--- src/rtl/alu_step_sequencer.sv ---
// Fetch/execute control FSM for the register-ALU datapath.
// Every output is registered and reflects the state and IR fields latched on the same edge.
module alu_step_sequencer #(
    parameter int GP_ADDR_W   = 4,
    parameter int IR_W        = 32,
    parameter int MEM_TIMEOUT = 16,
    parameter bit CONTINUOUS  = 1'b0
) (
    input  logic                 clock,
    input  logic                 clear,
    input  logic                 start,
    input  logic                 mem_ready,
    input  logic [IR_W-1:0]      instr,
    output logic                 busy,
    output logic                 done,
    output logic                 illegal,
    output logic                 timeout,
    output logic                 e_PC,
    output logic                 e_IR,
    output logic                 e_Y,
    output logic                 e_Z,
    output logic                 e_HI,
    output logic                 e_LO,
    output logic                 e_MDR,
    output logic                 e_MAR,
    output logic                 e_GP,
    output logic                 incPC,
    output logic                 MDR_read,
    output logic                 mem_rd,
    output logic [4:0]           BusDataSelect,
    output logic [GP_ADDR_W-1:0] GP_addr,
    output logic [3:0]           ALU_op
);

    localparam int CNT_W = (MEM_TIMEOUT > 1) ? $clog2(MEM_TIMEOUT + 1) : 1;
    localparam logic [CNT_W-1:0] CNT_LAST = CNT_W'((MEM_TIMEOUT > 0) ? MEM_TIMEOUT - 1 : 0);
    localparam int RA_HI = IR_W - 6;
    localparam int RB_HI = RA_HI - GP_ADDR_W;
    localparam int RC_HI = RB_HI - GP_ADDR_W;
    localparam int RC_LO = RC_HI - GP_ADDR_W + 1;

    localparam logic [4:0] BUS_GP   = 5'd0;
    localparam logic [4:0] BUS_HI   = 5'd1;
    localparam logic [4:0] BUS_LO   = 5'd2;
    localparam logic [4:0] BUS_ZHI  = 5'd3;
    localparam logic [4:0] BUS_ZLO  = 5'd4;
    localparam logic [4:0] BUS_PC   = 5'd5;
    localparam logic [4:0] BUS_MDR  = 5'd6;
    localparam logic [4:0] BUS_NONE = 5'd31;

    localparam logic [4:0] OP_ADD = 5'b00011;
    localparam logic [4:0] OP_SUB = 5'b00100;
    localparam logic [4:0] OP_AND = 5'b00101;
    localparam logic [4:0] OP_OR  = 5'b00110;
    localparam logic [4:0] OP_MUL = 5'b01111;
    localparam logic [4:0] OP_DIV = 5'b10000;
    localparam logic [4:0] OP_NEG = 5'b10001;
    localparam logic [4:0] OP_NOT = 5'b10010;

    typedef enum logic [3:0] {
        S_IDLE, S_T0, S_T1, S_T2, S_T3, S_T4, S_T5, S_T6, S_DONE
    } state_t;

    typedef struct packed {
        logic                 busy;
        logic                 done;
        logic                 e_pc;
        logic                 e_ir;
        logic                 e_y;
        logic                 e_z;
        logic                 e_hi;
        logic                 e_lo;
        logic                 e_mdr;
        logic                 e_mar;
        logic                 e_gp;
        logic                 inc_pc;
        logic                 mdr_read;
        logic                 mem_rd;
        logic [4:0]           bus;
        logic [GP_ADDR_W-1:0] gp;
        logic [3:0]           alu;
    } ctl_t;

    function automatic logic is_unary(input logic [4:0] op);
        return (op == OP_NEG) || (op == OP_NOT);
    endfunction

    function automatic logic is_muldiv(input logic [4:0] op);
        return (op == OP_MUL) || (op == OP_DIV);
    endfunction

    function automatic logic is_legal(input logic [4:0] op);
        return (op == OP_ADD) || (op == OP_SUB) || (op == OP_AND) || (op == OP_OR) ||
               is_muldiv(op) || is_unary(op);
    endfunction

    function automatic logic [3:0] alu_code(input logic [4:0] op);
        case (op)
            OP_ADD:  return 4'd0;
            OP_SUB:  return 4'd1;
            OP_AND:  return 4'd2;
            OP_OR:   return 4'd3;
            OP_MUL:  return 4'd4;
            OP_DIV:  return 4'd5;
            OP_NEG:  return 4'd6;
            OP_NOT:  return 4'd7;
            default: return 4'd0;
        endcase
    endfunction

    // Strobe decode for a state; IDLE yields the reset image (bus parked at none).
    function automatic ctl_t decode(input state_t s, input logic [4:0] op,
                                    input logic [GP_ADDR_W-1:0] ra,
                                    input logic [GP_ADDR_W-1:0] rb,
                                    input logic [GP_ADDR_W-1:0] rc);
        ctl_t c;
        c      = '0;
        c.bus  = BUS_NONE;
        c.busy = (s != S_IDLE);
        case (s)
            S_T0: begin
                c.bus    = BUS_PC;
                c.e_mar  = 1'b1;
                c.inc_pc = 1'b1;
            end
            S_T1: begin
                c.mem_rd   = 1'b1;
                c.mdr_read = 1'b1;
                c.e_mdr    = 1'b1;
            end
            S_T2: begin
                c.bus  = BUS_MDR;
                c.e_ir = 1'b1;
            end
            S_T3: begin
                if (is_legal(op)) begin
                    c.gp  = rb;
                    c.bus = BUS_GP;
                    if (is_unary(op)) begin
                        c.alu = alu_code(op);
                        c.e_z = 1'b1;
                    end else begin
                        c.e_y = 1'b1;
                    end
                end
            end
            S_T4: begin
                if (is_unary(op)) begin
                    c.bus  = BUS_ZLO;
                    c.gp   = ra;
                    c.e_gp = 1'b1;
                end else begin
                    c.gp  = rc;
                    c.bus = BUS_GP;
                    c.alu = alu_code(op);
                    c.e_z = 1'b1;
                end
            end
            S_T5: begin
                c.bus = BUS_ZLO;
                if (is_muldiv(op)) begin
                    c.e_lo = 1'b1;
                end else begin
                    c.gp   = ra;
                    c.e_gp = 1'b1;
                end
            end
            S_T6: begin
                c.bus  = BUS_ZHI;
                c.e_hi = 1'b1;
            end
            S_DONE: c.done = 1'b1;
            default: ;
        endcase
        return c;
    endfunction

    state_t               state, state_nxt;
    logic [CNT_W-1:0]     cnt, cnt_nxt;
    logic [4:0]           opc, opc_nxt;
    logic [GP_ADDR_W-1:0] ra, ra_nxt, rb, rb_nxt, rc, rc_nxt;
    logic                 ill_nxt, to_nxt;
    ctl_t                 ctl;
    logic                 unused_ir_bits;

    assign unused_ir_bits = ^instr[RC_LO-1:0];

    always_comb begin
        state_nxt = state;
        cnt_nxt   = cnt;
        opc_nxt   = opc;
        ra_nxt    = ra;
        rb_nxt    = rb;
        rc_nxt    = rc;
        ill_nxt   = 1'b0;
        to_nxt    = 1'b0;
        case (state)
            S_IDLE: if (start) state_nxt = S_T0;
            S_T0: begin
                state_nxt = S_T1;
                cnt_nxt   = '0;
            end
            S_T1: begin
                // A ready on the last permitted cycle still counts as a hit.
                if (mem_ready) begin
                    state_nxt = S_T2;
                end else if ((MEM_TIMEOUT != 0) && (cnt == CNT_LAST)) begin
                    state_nxt = S_DONE;
                    to_nxt    = 1'b1;
                end else if (cnt != '1) begin
                    cnt_nxt = cnt + 1'b1;
                end
            end
            S_T2: begin
                state_nxt = S_T3;
                opc_nxt   = instr[IR_W-1 -: 5];
                ra_nxt    = instr[RA_HI -: GP_ADDR_W];
                rb_nxt    = instr[RB_HI -: GP_ADDR_W];
                rc_nxt    = instr[RC_HI -: GP_ADDR_W];
            end
            S_T3: begin
                if (!is_legal(opc)) begin
                    state_nxt = S_DONE;
                    ill_nxt   = 1'b1;
                end else begin
                    state_nxt = S_T4;
                end
            end
            S_T4:   state_nxt = is_unary(opc) ? S_DONE : S_T5;
            S_T5:   state_nxt = is_muldiv(opc) ? S_T6 : S_DONE;
            S_T6:   state_nxt = S_DONE;
            S_DONE: state_nxt = (CONTINUOUS && start) ? S_T0 : S_IDLE;
            default: state_nxt = S_IDLE;
        endcase
    end

    always_ff @(posedge clock or negedge clear) begin
        if (!clear) begin
            state   <= S_IDLE;
            cnt     <= '0;
            opc     <= '0;
            ra      <= '0;
            rb      <= '0;
            rc      <= '0;
            illegal <= 1'b0;
            timeout <= 1'b0;
            ctl     <= decode(S_IDLE, 5'd0, '0, '0, '0);
        end else begin
            state   <= state_nxt;
            cnt     <= cnt_nxt;
            opc     <= opc_nxt;
            ra      <= ra_nxt;
            rb      <= rb_nxt;
            rc      <= rc_nxt;
            illegal <= ill_nxt;
            timeout <= to_nxt;
            ctl     <= decode(state_nxt, opc_nxt, ra_nxt, rb_nxt, rc_nxt);
        end
    end

    assign busy          = ctl.busy;
    assign done          = ctl.done;
    assign e_PC          = ctl.e_pc;
    assign e_IR          = ctl.e_ir;
    assign e_Y           = ctl.e_y;
    assign e_Z           = ctl.e_z;
    assign e_HI          = ctl.e_hi;
    assign e_LO          = ctl.e_lo;
    assign e_MDR         = ctl.e_mdr;
    assign e_MAR         = ctl.e_mar;
    assign e_GP          = ctl.e_gp;
    assign incPC         = ctl.inc_pc;
    assign MDR_read      = ctl.mdr_read;
    assign mem_rd        = ctl.mem_rd;
    assign BusDataSelect = ctl.bus;
    assign GP_addr       = ctl.gp;
    assign ALU_op        = ctl.alu;

endmodule
--- config.mk ---
export PLATFORM = sky130hd
export DESIGN_NAME = alu_step_sequencer
export DESIGN_NICKNAME = d
export VERILOG_FILES = /design/src/rtl/alu_step_sequencer.sv
export SDC_FILE = /design/constraint.sdc
export NUM_CORES = 1
export LEC_CHECK = 0
export CAP_MARGIN = 20
export CORE_ASPECT_RATIO = 0.9
export CORE_MARGIN = 1.5
export CORE_UTILIZATION = 23
export DETAILED_ROUTE_END_ITERATION = 8
export SYNTH_ARGS = -nofsm -noshare
export SYNTH_HDL_FRONTEND = slang
export SYNTH_SLANG_ARGS = --single-unit
--- constraint.sdc ---
create_clock -name clock -period 4.4 [get_ports clock]
set_clock_uncertainty 0.2 [all_clocks]
set_input_delay 0.88 -clock clock [delete_from_list [all_inputs] [get_ports clock]]
set_output_delay 0.88 -clock clock [all_outputs]
set_load 0.01 [all_outputs]
## Word level (Yosys, flattened, before mapping)

Memories as Yosys holds them, arrays and structs flattened.
Index checks and enable logic that the tools add are counted.

- Register bits: 53
- Memory bits (read-only): 192
- Input bits: 36
- Logic and storage cells: 123
- Memories: 2

- Add/sub/neg operators: 1
- Eq/ne operators: 36
- Mux-type cells: 43
- Reductions and logical operators: 18

Memories:

| memory | words | bits a word | read ports | clocked after Yosys merged registers in | write ports | RTL line | RTL |
|---|---|---|---|---|---|---|---|
| (name not given) | 32 | 3 | 1 | 0 | 0 | 98 | `case (op)` |
| (name not given) | 32 | 3 | 1 | 0 | 0 | 98 |  |

Operators by type and width:

| kind | number |
|---|---|
| $mux W4 | 12 |
| $eq A4 B3 Y1 const B | 8 |
| $pmux W4 S8 | 1 |
| $eq A5 B3 Y1 const B | 6 |
| $eq A5 B5 Y1 const B | 6 |
| $pmux W5 S6 | 1 |
| $mux W5 | 4 |
| $eq A4 B2 Y1 const B | 4 |
| $mux W1 | 16 |
| $eq A5 B4 Y1 const B | 3 |
| $logic_or A1 B1 Y1 | 14 |
| $mux W13 | 1 |
| $pmux W4 S3 | 1 |
| $eq A5 B2 Y1 const B | 2 |
| $pmux W5 S2 | 1 |
| $eq A4 B1 Y1 const B | 2 |
| $pmux W4 S2 | 1 |
| $mux W7 | 1 |
| $ne A2 B2 Y1 const B | 3 |
| $add A5 B1 Y5 const B | 1 |
| $ne A5 B5 Y1 const B | 1 |
| $eq A4 B4 Y1 const B | 1 |
| $logic_not A4 Y1 | 1 |
| $mux W2 | 2 |
| 4 further kinds | 5 |

## Depth between registers and ports, before layout

- Word-level depth: 10
- Gate-level depth with buffers: 13
- Depth with buffers taken out: 9

## Least setup slack after synthesis

OpenSTA, ideal clock, no wires.

- Path type: register -> register
- From: register state[3]
- To: register ctl, in the netlist GP_addr[0]
- Arrival time: 3.030 ns
- Data required time: 4.074 ns
- Path slack: 1.044 ns
- Stages on the path, launching flop included: 13
- Clock period less this slack: 3.356 ns
- Cells stage by stage: dfrtp_1 -> buf_2 -> and4bb_2 -> buf_4 -> buf_4 -> clkbuf_1 -> mux2_2 -> ha_1 -> o21ai_0 -> mux2i_1 -> o32ai_2 -> o2111ai_1 -> a221o_1

- Longest elaborated chain between the ends: 10
- Elaborated cells on any way between the ends: 38
- Classes of those cells: 18 x eq/ne; 12 x mux; 8 x reduce/logical

Ends and longest elaborated chain:

| what | RTL line | RTL |
|---|---|---|
| start, declared | 178 | `state_t state, state_nxt;` |
| start signal, assigned | 249 | `state <= state_nxt;` |
| $eq A4 B2 Y1 (*) | 197 | `case (state)` |
| $mux W5 (*) | 197 |  |
| net opc_nxt[1] | 180 | `logic [4:0] opc, opc_nxt;` |
| $eq A5 B2 Y1 / $eq A5 B3 Y1 (equally long branches) | 93 | `return (op == OP_ADD) \|\| (op == OP_SUB) \|\| (op == OP_AND) \|\| (op == OP_OR) \|\|` |
| $logic_or A1 B1 Y1 (4 in series) | 93 |  |
| $logic_or A1 B1 Y1 | 94 | `is_muldiv(op) \|\| is_unary(op);` |
| $mux W13 | 136 | `if (is_legal(op)) begin` |
| $pmux W4 S3 (*) | 120 | `case (s)` |
| end signal, assigned | 247 | `ctl <= decode(S_IDLE, 5'd0, '0, '0, '0);` |
| end signal, assigned | 257 | `ctl <= decode(state_nxt, opc_nxt, ra_nxt, rb_nxt, rc_nxt);` |
| end, declared | 183 | `ctl_t ctl;` |

The timed path passes the listed nets; every way through them passes the cells marked *.
A chain may end at the register's enable or synchronous reset.

## Final worst setup path

- From: register state[0]
- To: register ctl, in the netlist GP_addr[2]

The elaborated chain is that of the path after synthesis.

==> flow_metrics.env <==
export IMPL_outcome="finished, final reports clean"
export IMPL_period_needed_ns=3.77
export IMPL_vdd_drop_max_v=0.000180
export IMPL_finalSetupViolCount=0
export IMPL_core_area_sq_um=10400
export IMPL_synth_compound_area_share_pct=13.3
export IMPL_grt_pass1_vias=1923
export IMPL_clk_path_buf_depth=2
export IMPL_synth_seq_area_share_pct=45.1
export IMPL_relSlewSlack_pct=55.9
export IMPL_placement_io_buffers=47
export IMPL_worstSetupPathType="flop to flop"
export IMPL_synth_simple_gate_area_share_pct=20.6
export IMPL_die_h_um=102
export IMPL_grt_overflow=0
export IMPL_wl_per_cell_um=13.9
export IMPL_synth_ff_latch_count=45
export IMPL_ios=65
export IMPL_antenna_found_initial=0
export IMPL_worstMarginPinSlew_ns=0.661
export IMPL_maxSlewViolCount=0
export IMPL_avgSynthCellArea_sq_um=10.5
export IMPL_synthFlopType="dfrtp_1"
export IMPL_holdBufCountCts=0
export IMPL_die_w_um=113
export IMPL_initial_core_util_pct=24.0
export IMPL_final_cell_mix="clkdlybuf4s50_1 (46), dfrtp_1 (41), nor2_1 (18)"
export IMPL_crit_path_max_fanout=26
export IMPL_leakage_nw=1.34
export IMPL_grt_pass1_wl_um=9310
export IMPL_post_dp_hpwl_um=4170
export IMPL_worst_hold_slack_ns=0.299
export IMPL_vias_per_cell=4.66
export IMPL_fin_crit_sh_pct=85.8
export IMPL_cts_setup_buffers=0
export IMPL_crit_arrival_ns=3.74
export IMPL_mostFrequentLayoutCell="clkdlybuf4s50_1"
export IMPL_grt_max_degree=46
export IMPL_hold_depth=2
export IMPL_max_clock_freq_mhz=265
export IMPL_syn_inst=238
export IMPL_synthXorXnorAreaFrac_pct=1.75
export IMPL_p_per_area_nw_per_um2=636
export IMPL_drive_gt1_share_pct=14.0
export IMPL_gp_congestion=0.824
export IMPL_crit_path_end_kind="flop"
export IMPL_hold_viol=0
export IMPL_antenna_left=0
export IMPL_hp_class="flop to flop"
export IMPL_drc_errors=0
export IMPL_synthAdderAreaFrac_pct=4.39
export IMPL_tns_ns=0
export IMPL_drt_pre_antenna_iters=4
export IMPL_totalWireLength_um=5680
export IMPL_synth_top_family_by_area="simple AND/OR/NAND/NOR gates"
export IMPL_yosysWarningCount=0
export IMPL_nNetsFinal=321
export IMPL_track_usage_pct=10.2
export IMPL_maxCapViolCount=0
export IMPL_synth_mux_area_share_pct=8.54
export IMPL_cts_tree="built"
export IMPL_ctsHtreeMaxLevel=2
export IMPL_rows=35
export IMPL_drtIter0Drc=82
export IMPL_numClockSinks=45
export IMPL_synthArstFlopShare_pct=100
export IMPL_reg2reg_depth=9
export IMPL_die_area_sq_um=11500
export IMPL_synth_edf_count=0
export IMPL_clock_root_buffer="clkbuf_16"
export IMPL_post_cts_resized=0
export IMPL_cp_required_ns=4.37
export IMPL_cts_buffers=5
export IMPL_rsz0062_at_grt="false"
export IMPL_setup_worst_path_start_class="flop"
export IMPL_syn_area_sq_um=2510
export IMPL_clkLatencyLatePin_ns=0.29
export IMPL_clkSlewWorstSetupHoldPaths_ns=0.06
export IMPL_diodes=0
export IMPL_synth_distinct_cells=59
export IMPL_area_growth_pct=28.8
export IMPL_vias=1895
## Yosys cell counts (3+ instances only)
library cell	number	share of area, %
nor2_1	18	2.7
nor3b_1	6	1.8
a221o_1	4	1.6
nand3_1	5	1.0
mux2i_1	9	3.6
dfstp_2	4	4.2
nor3_1	9	1.8
o21ai_0	11	2.2
or2_2	3	0.75
nand2b_1	5	1.2
mux2_2	11	4.9
nand2_1	11	1.6
ha_1	8	4.0
clkbuf_1	5	0.75
xnor2_1	5	1.7
inv_1	10	1.5
o211ai_1	3	0.90
dfrtp_1	41	41
and2_1	6	1.5
a21oi_1	6	1.2
buf_4	9	2.7
nor4b_1	3	1.0
## routing by layer
layer | share of wire, % | vias up | wire, um | GRT usage, %
met4 | 1.7 | 0 | 99 | 4.90
met1 | 46 | 917 | 2620 | 12.5
met3 | 6.4 | 8 | 364 | 3.56
met2 | 46 | 50 | 2590 | 16.0
li1 | - | 920 | - | -
met5 | 0 | - | 0 | 0
## registers in the layout, summed over array words and instances (netlist names), 3 cells and up
register       count
state              4
cnt                5
GP_addr            4
rc                 4
BusDataSelect      4
ra                 4
ALU_op             3
opc                5
## critical path: stages (launching register included)
cell and delay (ns):
dfrtp_1 0.61, and4bb_2 0.75, mux2i_1 0.37, inv_1 0.16, ha_1 0.27, o21ai_0 0.15, mux2i_1 0.10, o32ai_2 0.35
o2111ai_1 0.28, a221o_1 0.41
## metrics by stage
step	instance area [sq um]	std cells	utilization (%)	worst slack [ns]	total power, W
5_1_grt	3230	407	31.0	0.393	0.00220
4_1_cts	3200	406	30.7	0.630	0.00206
3_5_place_dp	3020	398	29.0	0.622	0.00162
3_3_place_gp	3020	398	29.0	0.720	0.00159
6_report	3230	407	31.0	0.627	0.00205
2_1_floorplan	2510	239	-	1.04	0.00136
## area by class of cell
class	count	area, sq um
flip-flops and latches	45	1130
well taps	129	161
inverters	11	41.3
repair buffers	48	493
clock buffers	6	139
multi-input cells	166	1220
fillers	1045	7200
clock inverters	2	37.5
## power by group
group          internal [W]  switching (W)
registers          0.000559       0.000135
clock network      0.000283       0.000156
logic              0.000442       0.000478
total               0.00128       0.000769
## path summary, 6_finish.rpt
kind / from / to / slack, ns
max: state[0] / GP_addr[2] / 0.63
min: ra[1] / ra[1] / 0.30
max reg2reg: state[0] / GP_addr[2] / 0.63
min reg2reg: ra[1] / ra[1] / 0.30
max in group asynchronous: clear / BusDataSelect[3] / 3.05
min in group asynchronous: clear / GP_addr[0] / 0.37
## cell families (layout without fill, tap and decap cells)
logic type               after synthesis  count (layout)
multiplexers                          20              20
other                                  1               2
AND/OR/NAND/NOR                       88              88
buffers and inverters                 28              67
flip-flops                            45              45
XOR/XNOR                               5               5
adder cells (fa/ha/maj)                9               9
AO/OA/AOI/OAI                         42              42
(Power assumes the default switching activity.)
